**src/rtl/rv32i_decode_pkg.sv**
```systemverilog
// Shared types for the RV32I decode slice: word/register types, the ALU
// operation encoding handed to execute, immediate format selectors and the
// base opcode map.
package rv32i_decode_pkg;

    localparam int WordWidth = 32;

    // Reset vector and start of the instruction address space.
    localparam logic [31:0] BaseAddress = 32'h0000_0000;

    typedef logic [WordWidth-1:0] word_t;
    typedef logic [4:0]           reg_idx_t;
    typedef logic [6:0]           opcode_t;

    typedef enum logic [3:0] {
        ALU_ADD    = 4'd0,
        ALU_SUB    = 4'd1,
        ALU_SLL    = 4'd2,
        ALU_SLT    = 4'd3,
        ALU_SLTU   = 4'd4,
        ALU_XOR    = 4'd5,
        ALU_SRL    = 4'd6,
        ALU_SRA    = 4'd7,
        ALU_OR     = 4'd8,
        ALU_AND    = 4'd9,
        ALU_PASS_B = 4'd10
    } alu_op_t;

    typedef enum logic [2:0] {
        IMM_NONE = 3'd0,
        IMM_I    = 3'd1,
        IMM_S    = 3'd2,
        IMM_B    = 3'd3,
        IMM_U    = 3'd4,
        IMM_J    = 3'd5
    } imm_fmt_t;

    localparam opcode_t OPC_LUI    = 7'b0110111;
    localparam opcode_t OPC_AUIPC  = 7'b0010111;
    localparam opcode_t OPC_JAL    = 7'b1101111;
    localparam opcode_t OPC_JALR   = 7'b1100111;
    localparam opcode_t OPC_BRANCH = 7'b1100011;
    localparam opcode_t OPC_LOAD   = 7'b0000011;
    localparam opcode_t OPC_STORE  = 7'b0100011;
    localparam opcode_t OPC_OPIMM  = 7'b0010011;
    localparam opcode_t OPC_OP     = 7'b0110011;

    // Arithmetic funct3 table shared by OP and OP-IMM; 'alt' selects the
    // funct7[5] variant (SUB instead of ADD, SRA instead of SRL).
    function automatic alu_op_t aluFromFunct3(input logic [2:0] funct3, input logic alt);
        alu_op_t op;
        op = ALU_ADD;
        case (funct3)
            3'b000:  op = alt ? ALU_SUB : ALU_ADD;
            3'b001:  op = ALU_SLL;
            3'b010:  op = ALU_SLT;
            3'b011:  op = ALU_SLTU;
            3'b100:  op = ALU_XOR;
            3'b101:  op = alt ? ALU_SRA : ALU_SRL;
            3'b110:  op = ALU_OR;
            default: op = ALU_AND;
        endcase
        return op;
    endfunction

endpackage

```
**src/rtl/rv32i_imm_gen.sv**
```systemverilog
// Immediate generator: picks the bit scatter for the selected instruction
// format and sign-extends from instr[31]. IMM_NONE yields zero.
module rv32i_imm_gen
    import rv32i_decode_pkg::*;
(
    input  logic [31:0] instr_i,
    input  logic [2:0]  fmt_i,
    output logic [31:0] imm_o
);

    // Format select; every format takes its sign from instr[31].
    always_comb begin
        imm_o = '0;
        case (fmt_i)
            IMM_I:   imm_o = {{20{instr_i[31]}}, instr_i[31:20]};
            IMM_S:   imm_o = {{20{instr_i[31]}}, instr_i[31:25], instr_i[11:7]};
            IMM_B:   imm_o = {{19{instr_i[31]}}, instr_i[31], instr_i[7],
                              instr_i[30:25], instr_i[11:8], 1'b0};
            IMM_U:   imm_o = {instr_i[31:12], 12'b0};
            IMM_J:   imm_o = {{11{instr_i[31]}}, instr_i[31], instr_i[19:12],
                              instr_i[20], instr_i[30:21], 1'b0};
            default: imm_o = '0;
        endcase
    end

endmodule

```
**src/rtl/rv32i_decode.sv**
```systemverilog
// Single-stage RV32I decoder between fetch and execute. Decodes instr_i
// combinationally and registers every field and control strobe, so execute
// sees the decoded instruction one cycle after fetch presents it.
module rv32i_decode
    import rv32i_decode_pkg::*;
#(
    parameter int XLEN = 32
) (
    input  logic            clk_i,
    input  logic            rst_i,
    input  logic [XLEN-1:0] pc_i,
    input  logic [31:0]     instr_i,
    output logic            valid_o,
    output logic [XLEN-1:0] pc_o,
    output logic [4:0]      rd_o,
    output logic [4:0]      rs1_o,
    output logic [4:0]      rs2_o,
    output logic [2:0]      funct3_o,
    output logic [XLEN-1:0] imm_o,
    output logic [3:0]      alu_op_o,
    output logic            reg_write_o,
    output logic            mem_read_o,
    output logic            mem_write_o,
    output logic            branch_o,
    output logic            jump_o,
    output logic            use_imm_o,
    output logic            use_pc_o,
    output logic            illegal_o
);

    opcode_t     opcode;
    logic [2:0]  funct3;
    logic [6:0]  funct7;
    logic        legal;
    imm_fmt_t    immFmt;
    logic [31:0] imm_d;
    alu_op_t     alu_d;
    logic        regWrite_d, memRead_d, memWrite_d, branch_d, jump_d, useImm_d, usePc_d;

    logic            valid_q, illegal_q;
    logic [XLEN-1:0] pc_q, imm_q;
    reg_idx_t        rd_q, rs1_q, rs2_q;
    logic [2:0]      funct3_q;
    alu_op_t         alu_q;
    logic            regWrite_q, memRead_q, memWrite_q, branch_q, jump_q, useImm_q, usePc_q;

    assign opcode = instr_i[6:0];
    assign funct3 = instr_i[14:12];
    assign funct7 = instr_i[31:25];

    // Opcode/funct decode; an illegal encoding drops every strobe and the immediate.
    always_comb begin
        legal      = 1'b0;
        immFmt     = IMM_NONE;
        alu_d      = ALU_ADD;
        regWrite_d = 1'b0;
        memRead_d  = 1'b0;
        memWrite_d = 1'b0;
        branch_d   = 1'b0;
        jump_d     = 1'b0;
        useImm_d   = 1'b0;
        usePc_d    = 1'b0;
        case (opcode)
            OPC_LUI: begin
                legal = 1'b1; immFmt = IMM_U; alu_d = ALU_PASS_B;
                regWrite_d = 1'b1; useImm_d = 1'b1;
            end
            OPC_AUIPC: begin
                legal = 1'b1; immFmt = IMM_U;
                regWrite_d = 1'b1; useImm_d = 1'b1; usePc_d = 1'b1;
            end
            OPC_JAL: begin
                legal = 1'b1; immFmt = IMM_J;
                regWrite_d = 1'b1; jump_d = 1'b1; useImm_d = 1'b1; usePc_d = 1'b1;
            end
            OPC_JALR: begin
                legal = (funct3 == 3'b000); immFmt = IMM_I;
                regWrite_d = 1'b1; jump_d = 1'b1; useImm_d = 1'b1;
            end
            OPC_BRANCH: begin
                legal = (funct3 != 3'b010) && (funct3 != 3'b011);
                immFmt = IMM_B; branch_d = 1'b1;
                if (funct3[2] == 1'b0)      alu_d = ALU_SUB;
                else if (funct3[1] == 1'b0) alu_d = ALU_SLT;
                else                        alu_d = ALU_SLTU;
            end
            OPC_LOAD: begin
                legal = funct3 inside {3'b000, 3'b001, 3'b010, 3'b100, 3'b101};
                immFmt = IMM_I; memRead_d = 1'b1; regWrite_d = 1'b1; useImm_d = 1'b1;
            end
            OPC_STORE: begin
                legal = funct3 inside {3'b000, 3'b001, 3'b010};
                immFmt = IMM_S; memWrite_d = 1'b1; useImm_d = 1'b1;
            end
            OPC_OPIMM: begin
                immFmt = IMM_I; regWrite_d = 1'b1; useImm_d = 1'b1;
                alu_d = aluFromFunct3(funct3, (funct3 == 3'b101) && funct7[5]);
                if (funct3 == 3'b001)      legal = (funct7 == 7'b0000000);
                else if (funct3 == 3'b101) legal = (funct7 == 7'b0000000) || (funct7 == 7'b0100000);
                else                       legal = 1'b1;
            end
            OPC_OP: begin
                regWrite_d = 1'b1;
                alu_d = aluFromFunct3(funct3, funct7[5]);
                legal = (funct7 == 7'b0000000) ||
                        ((funct7 == 7'b0100000) && ((funct3 == 3'b000) || (funct3 == 3'b101)));
            end
            default: legal = 1'b0;
        endcase
        if (instr_i[1:0] != 2'b11) begin
            legal = 1'b0;
        end
        if (!legal) begin
            immFmt     = IMM_NONE;
            alu_d      = ALU_ADD;
            regWrite_d = 1'b0;
            memRead_d  = 1'b0;
            memWrite_d = 1'b0;
            branch_d   = 1'b0;
            jump_d     = 1'b0;
            useImm_d   = 1'b0;
            usePc_d    = 1'b0;
        end
        if (instr_i[11:7] == 5'd0) begin
            regWrite_d = 1'b0;
        end
    end

    rv32i_imm_gen u_imm_gen (
        .instr_i (instr_i),
        .fmt_i   (immFmt),
        .imm_o   (imm_d)
    );

    // Pipeline register toward execute; reset clears everything at once.
    always_ff @(posedge clk_i or posedge rst_i) begin
        if (rst_i) begin
            valid_q    <= 1'b0;
            illegal_q  <= 1'b0;
            pc_q       <= '0;
            imm_q      <= '0;
            rd_q       <= '0;
            rs1_q      <= '0;
            rs2_q      <= '0;
            funct3_q   <= '0;
            alu_q      <= ALU_ADD;
            regWrite_q <= 1'b0;
            memRead_q  <= 1'b0;
            memWrite_q <= 1'b0;
            branch_q   <= 1'b0;
            jump_q     <= 1'b0;
            useImm_q   <= 1'b0;
            usePc_q    <= 1'b0;
        end else begin
            valid_q    <= 1'b1;
            illegal_q  <= !legal;
            pc_q       <= pc_i;
            imm_q      <= imm_d;
            rd_q       <= instr_i[11:7];
            rs1_q      <= instr_i[19:15];
            rs2_q      <= instr_i[24:20];
            funct3_q   <= funct3;
            alu_q      <= alu_d;
            regWrite_q <= regWrite_d;
            memRead_q  <= memRead_d;
            memWrite_q <= memWrite_d;
            branch_q   <= branch_d;
            jump_q     <= jump_d;
            useImm_q   <= useImm_d;
            usePc_q    <= usePc_d;
        end
    end

    assign valid_o     = valid_q;
    assign illegal_o   = illegal_q;
    assign pc_o        = pc_q;
    assign imm_o       = imm_q;
    assign rd_o        = rd_q;
    assign rs1_o       = rs1_q;
    assign rs2_o       = rs2_q;
    assign funct3_o    = funct3_q;
    assign alu_op_o    = alu_q;
    assign reg_write_o = regWrite_q;
    assign mem_read_o  = memRead_q;
    assign mem_write_o = memWrite_q;
    assign branch_o    = branch_q;
    assign jump_o      = jump_q;
    assign use_imm_o   = useImm_q;
    assign use_pc_o    = usePc_q;

endmodule

```
**config.mk**
```make
export PLATFORM = sky130hd
export DESIGN_NAME = rv32i_decode
export DESIGN_NICKNAME = d
export VERILOG_FILES = /design/src/rtl/rv32i_decode_pkg.sv /design/src/rtl/rv32i_imm_gen.sv /design/src/rtl/rv32i_decode.sv
export SDC_FILE = /design/constraint.sdc
export NUM_CORES = 1
export LEC_CHECK = 0
export BUFFER_PORTS_ARGS = -buffer_cell sky130_fd_sc_hd__buf_2
export CAP_MARGIN = 20
export CORE_MARGIN = 2
export CORE_UTILIZATION = 35
export CTS_CLUSTER_DIAMETER = 80
export DETAILED_ROUTE_END_ITERATION = 6
export PLACE_DENSITY_LB_ADDON = 0.12
export SLEW_MARGIN = 25
export SYNTH_ARGS = -nofsm -noshare
export SYNTH_HDL_FRONTEND = slang
export SYNTH_HIERARCHICAL = 1
export SYNTH_SLANG_ARGS = --single-unit
```
**constraint.sdc**
```tcl
create_clock -name clk_i -period 5.3 [get_ports clk_i]
set_clock_uncertainty 0.2 [all_clocks]
set_input_delay 1.06 -clock clk_i [delete_from_list [all_inputs] [get_ports clk_i]]
set_output_delay 1.06 -clock clk_i [all_outputs]
set_load 0.005 [all_outputs]
```
==> results.md <==
- Crit path max-delay family: simple AND/OR/NAND/NOR gates
- Slew HR: 0.5022
- Number of antenna diodes: 0
- Number of fill cells in the layout: between 800 and 900
- Via count: between 2,000 and 2,500
- Average wire per standard cell: roughly 16 um
- CP max stage cell: o21ai_1
- Yosys cell types: between 40 and 50
- Detailed Place HPWL: ~6 mm
- Max cap viols: 0
- Gr ovfl total: 0
- Hold WS: approximately 0.54 ns
- Netlist Area Pre-Place: 3266 sq um
- Fin crit share: 0.6900
- Vias/cell: 4.681
- CP max FO: 20
- Total Routing Usage GR: 0.1649
- CP required: about 5.3 ns
- HP Class: input port to asynchronous set/reset pin
- Effective utilization at floorplan: 0.3568
- RSZ-0062 raised after global routing: false
- CP arrival: approximately 3.7 ns
- Final core occ: 0.4738
- Fmax achieved: between 200 and 300 MHz
- Fin cells: 518
- Compound-Gate Fraction of Synth Area: 0.1165
- Post-synth net total: a little over 300
- Global Route met1 Usage: 0.2081
- Num rows: 35
- Max incr delay on CP: roughly 0.55 ns
- Cts bufs inserted: 9
- Die X: 100.6 um
- Post-synthesis mux area share: 0
- Mean Syn Cell Area: roughly 14 sq um
- VDD IR max: approximately 0.12 mV
- Leak pwr: ~2.3 nW
- Slew Viols, Final: 0
- Adder-cell share of the synthesized area: 0
- Commonest non-fill, non-tap cell in the layout: buf_2
- Total wire length: a little over 8 mm
- Routability cong.: 0.8222
- Synth Warn #: 6
- Clock transition at path regs: about 0.09 ns
- Worst path buffer plus inverter count: 1
- Fin crit period: roughly 3.7 ns
- Post-CTS Hold Fix Bufs: 0
- Pwr dens: between 200 and 300 nW/um^2
- DRT Pass-1 Iters: 4
- Antenna viol nets, final: 0
- FF+latch count, synth: 95
- Initial antenna violation count: 0
- Met2 Use GR: 0.2667
- Final setup fails: 0
- Post-synth ARST share: 1.000
- DIE HEIGHT: a little over 100 um
- GRT met3 Usage: 0.04716
- Share of post-route cells with drive strength above 1: 0.4668
- Startpoint types: input port
- Post-route cell area: ~4300 sq um
- Simple-Gate Fraction of Synth Area: 0.1349
- Htree depth: 3
- Kind of end point of the critical path: register
- PortBufs: 160
- Most used DFF post-synth: dfrtp_1
- Vias in the first global route: 2,427
- Nets: about 470
- Final hold viol count: 0
- Post-CTS resize count: 0
- Io pins: between 150 and 200
- Clock sinks: 95
- Area Growth Syn to Fin: 32.80%
- Gr busiest metal: met2
- Die area: between 10,000 and 15,000 sq um
- Number of setup buffers added after CTS: 0
- First-pass GRT wire length: around 13 mm
- EDFF count, synth: 0
- Synthesized instance count: ~240
- Post-synthesis sequential area ratio: 0.7280
- Post-place instance area: around 4200 sq um
- Setup CP Type: input port to register
- Worst Max-Slew Pin Slew: around 0.75 ns
- Clock root cell: clkbuf_8
- TritonCTS clock tree: yes
- Initial DRC count: 96
- TNS Setup: 0 ns
- Largest net degree at the start of global routing: 54
- Placed Cells: roughly 500
- Status: finished, final reports clean
- Xor/xnor cell area share of the yosys netlist: 0
- Most frequent cells in the layout: buf_2 (160), dfrtp_1 (95), nand2_1 (25)
- Core footprint: around 9200 sq um
- Main combinational cell family by area after synthesis: simple AND/OR/NAND/NOR gates
- Crit-path cells: buf_2 -> or3_1 -> nor3_2 -> a31o_4 -> o211a_1 -> or2_1 -> nor2b_2 -> o21ai_1 -> o21ai_0
- Clk buf depth: 2
- DRC viols: 0
-- state kept, by name, indices dropped and copies added (netlist names), 3 cells and up --
| signal | flops |
|---|---|
| alu_op_o | 4 |
| imm_o | 32 |
| rd_o | 5 |
| rs2_o | 5 |
| rs1_o | 5 |
| funct3_o | 3 |
| pc_o | 32 |
-- layer usage --
layer	up-vias	routed length, um	share of wire
li1	1142	-	-
met1	1158	3404	0.42
met2	113	3919	0.48
met3	12	668	0.082
met4	0	129	0.016
met5	-	0	0
-- metrics by stage --
step / worst slack [ns] / total power, mW
finish: 1.643 / 1.290
global route: 1.324 / 1.359
CTS: 1.671 / 1.312
detailed placement: 1.304 / 0.8671
global placement: 1.293 / 0.8653
floorplan: 1.563 / 0.8035
-- synthesized netlist by cell type (all sizes together), types with 3 or more instances --
library cell / instances / area share
dfrtp: 95 / 0.73
nand2: 25 / 0.029
o21ai: 19 / 0.029
nor2: 11 / 0.014
buf: 9 / 0.016
a21o: 8 / 0.018
nor2b: 8 / 0.018
nand3: 7 / 0.011
and2: 6 / 0.011
nor3: 6 / 0.011
a21oi: 5 / 0.0077
nand2b: 4 / 0.0077
a211oi: 3 / 0.014
a22o: 3 / 0.0080
and3: 3 / 0.0073
-- where the power goes --
| group | internal, mW | switching (mW) |
|---|---|---|
| clock network | 0.187 | 0.254 |
| registers | 0.746 | 0.00484 |
| logic | 0.0412 | 0.0571 |
-- worst max-delay path by stage --
stage	start	to	slack [ns]	depth (start not counted)
after floorplan	rst_i	alu_op_o[0]	1.56	1
after global placement	instr_i[28]	imm_o[14]	1.29	9
after detailed placement	instr_i[2]	imm_o[24]	1.30	9
after CTS	instr_i[28]	imm_o[17]	1.67	9
after global routing	instr_i[2]	imm_o[20]	1.32	9
final	instr_i[2]	imm_o[24]	1.64	9
-- cell type report --
class / count / area, sq um / share of cell area
Inverter: 1 / 6.256 / 0.001443
Multi-Input combinational cell: 134 / 824.5 / 0.1901
Sequential cell: 95 / 2377 / 0.5482
Clock buffer: 11 / 141.4 / 0.03260
Timing Repair Buffer: 161 / 808.3 / 0.1864
Tap cell: 111 / 138.9 / 0.03203
Clock inverter: 5 / 40.04 / 0.009233
-- logic make-up after synthesis --
group	count (synthesis)
other cells	1
simple gates	81
flops	95
compound gates	52
buf+inv	12
(Power assumes the default switching activity.)
